## config.mk

```make
export PLATFORM = sky130hd
export DESIGN_NAME = inst_fetch_flat
export DESIGN_NICKNAME = d
export VERILOG_FILES = /design/src/rtl/cpu_pkg.sv /design/src/rtl/inst_fetch_if.sv /design/src/rtl/hw_queue.sv /design/src/rtl/inst_fetch.sv /design/src/flat_wrapper.sv
export SDC_FILE = /design/constraint.sdc
export NUM_CORES = 1
export LEC_CHECK = 0
export ABC_AREA = 1
export CAP_MARGIN = 40
export CORE_MARGIN = 2
export CORE_UTILIZATION = 60
export DETAILED_ROUTE_END_ITERATION = 8
export GPL_TIMING_DRIVEN = 0
export PLACE_DENSITY = 0.93
export SLEW_MARGIN = 20
export SYNTH_ARGS = -nofsm -noshare
export SYNTH_HDL_FRONTEND = slang
export SYNTH_HIERARCHICAL = 1
export SYNTH_SLANG_ARGS = --single-unit
```

## constraint.sdc

```tcl
create_clock -name clk -period 10.36 [get_ports clk]
set_input_delay 1.554 -clock clk [delete_from_list [all_inputs] [get_ports clk]]
set_output_delay 1.554 -clock clk [all_outputs]
set_load 0.005 [all_outputs]
```

## src/rtl/cpu_pkg.sv

```systemverilog
// Shared fetch constants: halfword queue geometry, Thumb-2 32-bit prefixes, reset PC.
// Latency: none; backpressure: none. Pure declarations.
package cpu_pkg;

    localparam int QUEUE_DEPTH = 4;
    localparam int QPTR_W      = 2;
    localparam int QCNT_W      = 3;

    // Fetch only while the queue would still have room for a full word after this cycle's pops.
    localparam logic [QCNT_W-1:0] REQ_MAX_FILL = QCNT_W'(QUEUE_DEPTH - 2);

    localparam logic [4:0] PFX_T32_A = 5'b11101;
    localparam logic [4:0] PFX_T32_B = 5'b11110;
    localparam logic [4:0] PFX_T32_C = 5'b11111;

    localparam logic [31:0] RESET_PC_DEFAULT = 32'h0000_0000;

    function automatic logic is_32bit_prefix(input logic [15:0] hw);
        return (hw[15:11] == PFX_T32_A) || (hw[15:11] == PFX_T32_B) || (hw[15:11] == PFX_T32_C);
    endfunction

endpackage

```

## src/rtl/inst_fetch_if.sv

```systemverilog
// Fetch-unit bus bundle: instruction memory port, execute redirect, decoder handoff.
// Latency: none; backpressure: imem_gnt on the memory side, ir_ready on the decoder side.
interface inst_fetch_if;
    logic        imem_req;
    logic [31:0] imem_addr;
    logic        imem_gnt;
    logic        imem_rvalid;
    logic [31:0] imem_rdata;
    logic        br_valid;
    logic [31:0] br_target;
    logic [15:0] ir_q0;
    logic [15:0] ir_q1;
    logic        ir_valid;
    logic        ir_is32;
    logic        ir_ready;
    logic [31:0] ir_pc;
    logic        is_thumb;

    modport master (
        output imem_req, imem_addr, ir_q0, ir_q1, ir_valid, ir_is32, ir_pc, is_thumb,
        input  imem_gnt, imem_rvalid, imem_rdata, br_valid, br_target, ir_ready
    );

    modport slave (
        input  imem_req, imem_addr, ir_q0, ir_q1, ir_valid, ir_is32, ir_pc, is_thumb,
        output imem_gnt, imem_rvalid, imem_rdata, br_valid, br_target, ir_ready
    );
endinterface

```

## src/rtl/hw_queue.sv

```systemverilog
// 4-entry halfword FIFO, 0/1/2 pushes and pops per cycle, synchronous flush.
// Latency: pushed halfword visible on o_q0 next cycle; no backpressure, the caller never overfills.
module hw_queue import cpu_pkg::*; (
    input  logic              clk,
    input  logic              rst,
    input  logic              i_flush,
    input  logic [1:0]        i_push_n,
    input  logic [15:0]       i_push_dat0,
    input  logic [15:0]       i_push_dat1,
    input  logic [1:0]        i_pop_n,
    output logic [QCNT_W-1:0] o_count,
    output logic [15:0]       o_q0,
    output logic [15:0]       o_q1
);
    logic [15:0]       r_mem [QUEUE_DEPTH];
    logic [QPTR_W-1:0] r_rd;
    logic [QPTR_W-1:0] r_wr;
    logic [QCNT_W-1:0] r_count;

    always_ff @(posedge clk or posedge rst) begin
        if (rst) begin
            for (int i = 0; i < QUEUE_DEPTH; i++) r_mem[i] <= '0;
            r_rd    <= '0;
            r_wr    <= '0;
            r_count <= '0;
        end else if (i_flush) begin
            r_rd    <= '0;
            r_wr    <= '0;
            r_count <= '0;
        end else begin
            if (i_push_n != 2'd0) r_mem[r_wr] <= i_push_dat0;
            if (i_push_n == 2'd2) r_mem[r_wr + QPTR_W'(1)] <= i_push_dat1;
            r_wr    <= r_wr + QPTR_W'(i_push_n);
            r_rd    <= r_rd + QPTR_W'(i_pop_n);
            r_count <= r_count + QCNT_W'(i_push_n) - QCNT_W'(i_pop_n);
        end
    end

    assign o_count = r_count;
    assign o_q0    = r_mem[r_rd];
    assign o_q1    = r_mem[r_rd + QPTR_W'(1)];
endmodule

```

## src/rtl/inst_fetch.sv

```systemverilog
// Thumb fetch unit: single-outstanding word fetches into a halfword queue, presents whole instructions.
// Latency: fetched halfword on ir_q0 the cycle after rvalid; stalls fetching when the queue nears full.
module inst_fetch import cpu_pkg::*; #(
    parameter logic [31:0] RESET_PC = RESET_PC_DEFAULT
) (
    input logic          clk,
    input logic          rst,
    inst_fetch_if.master bus
);
    logic [29:0] r_fetch_word;
    logic        r_outstanding;
    logic        r_discard;
    logic        r_skip_lower;
    logic [31:0] r_ir_pc;
    logic        r_is_thumb;

    logic [QCNT_W-1:0] w_count;
    logic [QCNT_W-1:0] w_after_pop;
    logic [15:0]       w_q0;
    logic [15:0]       w_q1;
    logic              w_is32;
    logic              w_valid;
    logic              w_hs;
    logic              w_req;
    logic              w_grant;
    logic              w_resp;
    logic [1:0]        w_pop_n;
    logic [1:0]        w_push_n;
    logic [15:0]       w_push0;
    logic [15:0]       w_push1;

    hw_queue u_queue (
        .clk         (clk),
        .rst         (rst),
        .i_flush     (bus.br_valid),
        .i_push_n    (w_push_n),
        .i_push_dat0 (w_push0),
        .i_push_dat1 (w_push1),
        .i_pop_n     (w_pop_n),
        .o_count     (w_count),
        .o_q0        (w_q0),
        .o_q1        (w_q1)
    );

    always_comb begin
        w_is32  = is_32bit_prefix(w_q0);
        w_valid = r_is_thumb && (((w_count >= QCNT_W'(1)) && !w_is32) || (w_count >= QCNT_W'(2)));
        w_hs    = w_valid && bus.ir_ready;
        w_pop_n = 2'd0;
        if (w_hs && !bus.br_valid) w_pop_n = w_is32 ? 2'd2 : 2'd1;
        w_after_pop = w_count - QCNT_W'(w_pop_n);
        w_req   = !rst && !r_outstanding && !bus.br_valid && r_is_thumb && (w_after_pop <= REQ_MAX_FILL);
        w_grant = w_req && bus.imem_gnt;
        // A response only counts against a live request, so rvalids left over from before reset are ignored.
        w_resp  = bus.imem_rvalid && r_outstanding;
        w_push_n = 2'd0;
        w_push0  = bus.imem_rdata[15:0];
        w_push1  = bus.imem_rdata[31:16];
        if (w_resp && !r_discard && !bus.br_valid) begin
            if (r_skip_lower) begin
                w_push_n = 2'd1;
                w_push0  = bus.imem_rdata[31:16];
            end else begin
                w_push_n = 2'd2;
            end
        end
    end

    always_ff @(posedge clk or posedge rst) begin
        if (rst) begin
            r_fetch_word  <= RESET_PC[31:2];
            r_outstanding <= 1'b0;
            r_discard     <= 1'b0;
            r_skip_lower  <= RESET_PC[1];
            r_ir_pc       <= RESET_PC;
            r_is_thumb    <= 1'b1;
        end else if (bus.br_valid) begin
            r_fetch_word  <= bus.br_target[31:2];
            r_ir_pc       <= {bus.br_target[31:1], 1'b0};
            r_is_thumb    <= bus.br_target[0];
            r_skip_lower  <= bus.br_target[1];
            // An in-flight request that has not answered yet belongs to the old stream.
            r_outstanding <= r_outstanding && !w_resp;
            r_discard     <= r_outstanding && !w_resp;
        end else begin
            if (w_grant) begin
                r_fetch_word  <= r_fetch_word + 30'd1;
                r_outstanding <= 1'b1;
            end else if (w_resp) begin
                r_outstanding <= 1'b0;
                r_discard     <= 1'b0;
                if (!r_discard) r_skip_lower <= 1'b0;
            end
            if (w_hs) r_ir_pc <= r_ir_pc + (w_is32 ? 32'd4 : 32'd2);
        end
    end

    assign bus.imem_req  = w_req;
    assign bus.imem_addr = {r_fetch_word, 2'b00};
    assign bus.ir_q0     = w_q0;
    assign bus.ir_q1     = w_q1;
    assign bus.ir_valid  = w_valid;
    assign bus.ir_is32   = w_is32;
    assign bus.ir_pc     = r_ir_pc;
    assign bus.is_thumb  = r_is_thumb;
endmodule

```

## src/flat_wrapper.sv

```systemverilog
// flat-port wrapper written by rule: the top's interface ports become plain ports
module inst_fetch_flat import cpu_pkg::*;
#(
    parameter logic [31:0] RESET_PC = RESET_PC_DEFAULT
)
  (clk, rst, bus_imem_req, bus_imem_addr, bus_ir_q0, bus_ir_q1, bus_ir_valid, bus_ir_is32, bus_ir_pc, bus_is_thumb, bus_imem_gnt, bus_imem_rvalid, bus_imem_rdata, bus_br_valid, bus_br_target, bus_ir_ready);
  inst_fetch_if bus_i ();
  input logic clk;
  input logic rst;
  output wire logic [$bits(bus_i.imem_req)-1:0] bus_imem_req;
  output wire logic [$bits(bus_i.imem_addr)-1:0] bus_imem_addr;
  output wire logic [$bits(bus_i.ir_q0)-1:0] bus_ir_q0;
  output wire logic [$bits(bus_i.ir_q1)-1:0] bus_ir_q1;
  output wire logic [$bits(bus_i.ir_valid)-1:0] bus_ir_valid;
  output wire logic [$bits(bus_i.ir_is32)-1:0] bus_ir_is32;
  output wire logic [$bits(bus_i.ir_pc)-1:0] bus_ir_pc;
  output wire logic [$bits(bus_i.is_thumb)-1:0] bus_is_thumb;
  input wire logic [$bits(bus_i.imem_gnt)-1:0] bus_imem_gnt;
  input wire logic [$bits(bus_i.imem_rvalid)-1:0] bus_imem_rvalid;
  input wire logic [$bits(bus_i.imem_rdata)-1:0] bus_imem_rdata;
  input wire logic [$bits(bus_i.br_valid)-1:0] bus_br_valid;
  input wire logic [$bits(bus_i.br_target)-1:0] bus_br_target;
  input wire logic [$bits(bus_i.ir_ready)-1:0] bus_ir_ready;
  assign bus_imem_req = bus_i.imem_req;
  assign bus_imem_addr = bus_i.imem_addr;
  assign bus_ir_q0 = bus_i.ir_q0;
  assign bus_ir_q1 = bus_i.ir_q1;
  assign bus_ir_valid = bus_i.ir_valid;
  assign bus_ir_is32 = bus_i.ir_is32;
  assign bus_ir_pc = bus_i.ir_pc;
  assign bus_is_thumb = bus_i.is_thumb;
  assign bus_i.imem_gnt = bus_imem_gnt;
  assign bus_i.imem_rvalid = bus_imem_rvalid;
  assign bus_i.imem_rdata = bus_imem_rdata;
  assign bus_i.br_valid = bus_br_valid;
  assign bus_i.br_target = bus_br_target;
  assign bus_i.ir_ready = bus_ir_ready;
  inst_fetch #(.RESET_PC(RESET_PC)) u_core (.clk(clk), .rst(rst), .bus(bus_i));
endmodule
```

==> flow_metrics.py <==
metrics = {
    "outcome": {
        "status": "finished, final reports clean",
    },
    "power_and_ir_drop": {
        "p_leak_nw": 6.68,
        "total_power_mw": 1.79,
        "ir_drop_mv": 0.138,
        "p_per_area_nw_per_um2": 135,
    },
    "cells_and_area": {
        "layout_commonest_cell": "nand2_1",
        "drive_above_1_share_pct": 8.26,
        "fin_util_pct": 76.5,
        "synthToLayoutAreaGrowth_pct": 24.0,
        "final_cell_mix": "nand2_1, nand3_1, nor2_1, clkdlybuf4s50_1, inv_1",
        "insertedDiodeCount": 0,
        "fillers": 1371,
        "final_cells": 2149,
        "fin_nets": 1993,
        "design_area_um2": 13300,
    },
    "clocking": {
        "post-cts-setup-buffer-count": 0,
        "cts.path.max_buffers": 2,
        "ctsResizeCount": 0,
        "cts_sinks": 136,
        "path_clk_slew_ps": 60,
        "cts_root_buffer": "clkbuf_16",
        "cts-hold-fix-buffers": 0,
        "cts_max_level": 4,
        "insertion_delay_ps": 430,
        "cts_tree": "done",
        "numCtsBuffers": 17,
    },
    "setup_path": {
        "cp_common_cell": "nand2_1",
        "endpoint": "bus_imem_req",
        "critPathSlowestCell": "clkdlybuf4s50_1",
        "r2r-end": "u_core/r_fetch_word[15]",
        "cp.required_ps": 8810,
        "cp-end-kind": "output pin",
        "critPathKind": "register to output pin",
        "cp_data_arrival_time_ps": 4940,
        "critPathMaxStageDelay_ps": 510,
        "r2r-start": "u_core/u_queue/r_rd[0]",
        "crit_fanout": 10,
        "reg2reg_slack_ps": 5540,
        "startpoint": "u_core/u_queue/r_rd[0]",
        "path_cells": "buf_2 -> clkinv_1 -> clkbuf_1 -> o21ai_0 -> o22ai_1 -> nor2_1 -> o21ai_1 -> nand2_1 -> nand3_4 -> nor2_1 -> buf_4 -> nand2_1 -> fa_1 -> nand2_1 -> nand3_1 -> nor2_4 -> clkdlybuf4s50_1",
        "cp-start-kind": "register",
        "rr_worst_depth": 22,
    },
    "timing": {
        "finalClockSkew_ps": 10.6,
        "tns_ps": 0,
        "finalMaxSlewViolations": 0,
        "layout_setup_ws_ps": 3860,
        "hold_ws_ps": 518,
        "slew_headroom_pct": 39.0,
        "fin_crit_ps": 6500,
        "grt_setup_unrepaired": "false",
        "hold_viol": 0,
        "setup_viol": 0,
        "worst_pin_slew_ps": 915,
        "finalCritPeriodShare_pct": 62.7,
        "fmax_mhz": 154,
    },
    "detailed_routing": {
        "via_count": 13200,
        "firstDrtPassIters": 7,
        "vias_per_cell": 6.12,
        "ant_nets": 0,
        "remaining_drc_errors": 0,
        "postRouteWirelength_mm": 43.1,
        "drt_iter0_drc": 1972,
        "wl_per_cell_um": 20.1,
    },
    "synthesis": {
        "netlist_area_um2": 10700,
        "synth_edf_count": 0,
        "synth.yosys.seq_area_share_pct": 31.8,
        "synth_ff_type": "dfrtp_1",
        "syn_inst": 1723,
        "ys_warn_count": 6,
        "syn_avg_cell_area_um2": 6.22,
        "synth_seq_cells": 136,
        "ys_async_sr_fraction_pct": 100,
        "ys_types": 45,
    },
    "global_routing": {
        "grt_antenna_before_repair": 0,
        "grt_pass1_vias": 12700,
        "grt_first_pass_wirelength_mm": 65.7,
        "grt_max_degree": 50,
        "grt_overflow": 0,
        "grt_usage_pct": 46.2,
    },
    "worst_hold_path": {
        "hold_class": "register to register",
        "min_path_cells": 2,
    },
    "floorplan": {
        "die-height_um": 138,
        "dieArea_um2": 18900,
        "start_util_pct": 61.7,
        "ioPinCount": 170,
        "row_count": 48,
        "die_w_um": 138,
        "coreArea_um2": 17400,
    },
    "placement": {
        "dp_slack_ps": 4420,
        "port_buffers": 165,
        "placed_area_um2": 12700,
        "hpwl_mm": 30.6,
        "place_inst": 2117,
        "gp_congestion": 1.09,
    },
    "run": {
        "max-cap-violations": 0,
    },
}
area by class of cell:
class | count | area (um2) | area share [%]
multi-input cells | 1340 | 6280 | 47.3
flip-flops and latches | 136 | 3400 | 25.6
repair buffers | 167 | 1700 | 12.8
inverters | 161 | 614 | 4.63
clock buffers | 19 | 453 | 3.41
plain buffers | 88 | 432 | 3.25
well taps | 225 | 282 | 2.12
clock inverters | 13 | 121 | 0.914
worst max-delay path: cells and delay by family (launching register included):
kind / cells / cell delay [ps]
adders and majority gates: 1 / 490
AOI/OAI and AO/OA: 3 / 540
and+or+nand+nor: 8 / 1500
DFF: 1 / 350
buffers and inverters: 5 / 1630
layer usage:
metal  part of all wire (%)  global-route usage [%]  up-vias
li1                       -                       -     5849
met1                     34                    52.3     5802
met5                      0                       0        -
met2                     43                    70.4     1148
met4                     10                    42.4        0
met3                     13                    13.1      351
power breakdown:
part | switching, mW | total [mW] | internal (mW) | leakage (nW)
clock network | 0.261 | 0.605 | 0.344 | 0.268
logic | 0.257 | 0.495 | 0.237 | 4.65
registers | 0.0955 | 0.693 | 0.597 | 1.76
how the worst min path moves through the flow:
stage	from	endpoint	slack, ps
floorplan	u_core/r_discard	u_core/r_discard	480
global placement	u_core/bus.ir_pc[1]	u_core/bus.ir_pc[1]	490
detailed placement	u_core/bus.ir_pc[1]	u_core/bus.ir_pc[1]	500
CTS	u_core/bus.ir_pc[1]	u_core/bus.ir_pc[1]	520
global route	u_core/bus.ir_pc[1]	u_core/bus.ir_pc[1]	540
finish	u_core/bus.ir_pc[1]	u_core/bus.ir_pc[1]	520
cells by family (layout without fill, tap and decap cells):
logic type,Yosys count,in the layout,synth area share [%]
AO/OA/AOI/OAI,141,141,7.22
XOR/XNOR,25,25,2.04
adder cells (fa/ha/maj),12,12,1.68
buffers and inverters,249,448,9.72
flip-flops,136,136,31.8
multiplexers,16,16,1.68
other,1,3,0.0350
AND/OR/NAND/NOR,1143,1143,45.9
cells in the mapped netlist (11+ instances only):
library cell,n,area [um2]
a21oi_1,31,155
buf_2,45,225
clkbuf_1,31,116
dfrtp_1,135,3380
inv_1,151,567
mux2_2,16,180
nand2_1,642,2410
nand3_1,256,1280
nor2_1,178,668
o21ai_0,73,365
o22ai_1,16,100
xnor2_1,14,123
xor2_1,11,96.3
state kept, by name (all words and copies together) (netlist names):
| register | flops |
|---|---|
| u_core/r_discard | 1 |
| u_core/u_queue/r_mem | 64 |
| u_core/u_queue/r_rd | 2 |
| u_core/r_skip_lower | 1 |
| u_core/bus.ir_pc | 31 |
| u_core/u_queue/o_count | 3 |
| u_core/u_queue/r_wr | 2 |
| u_core/r_fetch_word | 30 |
| u_core/bus.is_thumb | 1 |
| u_core/r_outstanding | 1 |
Note: power is estimated with default switching activity, not from simulation.
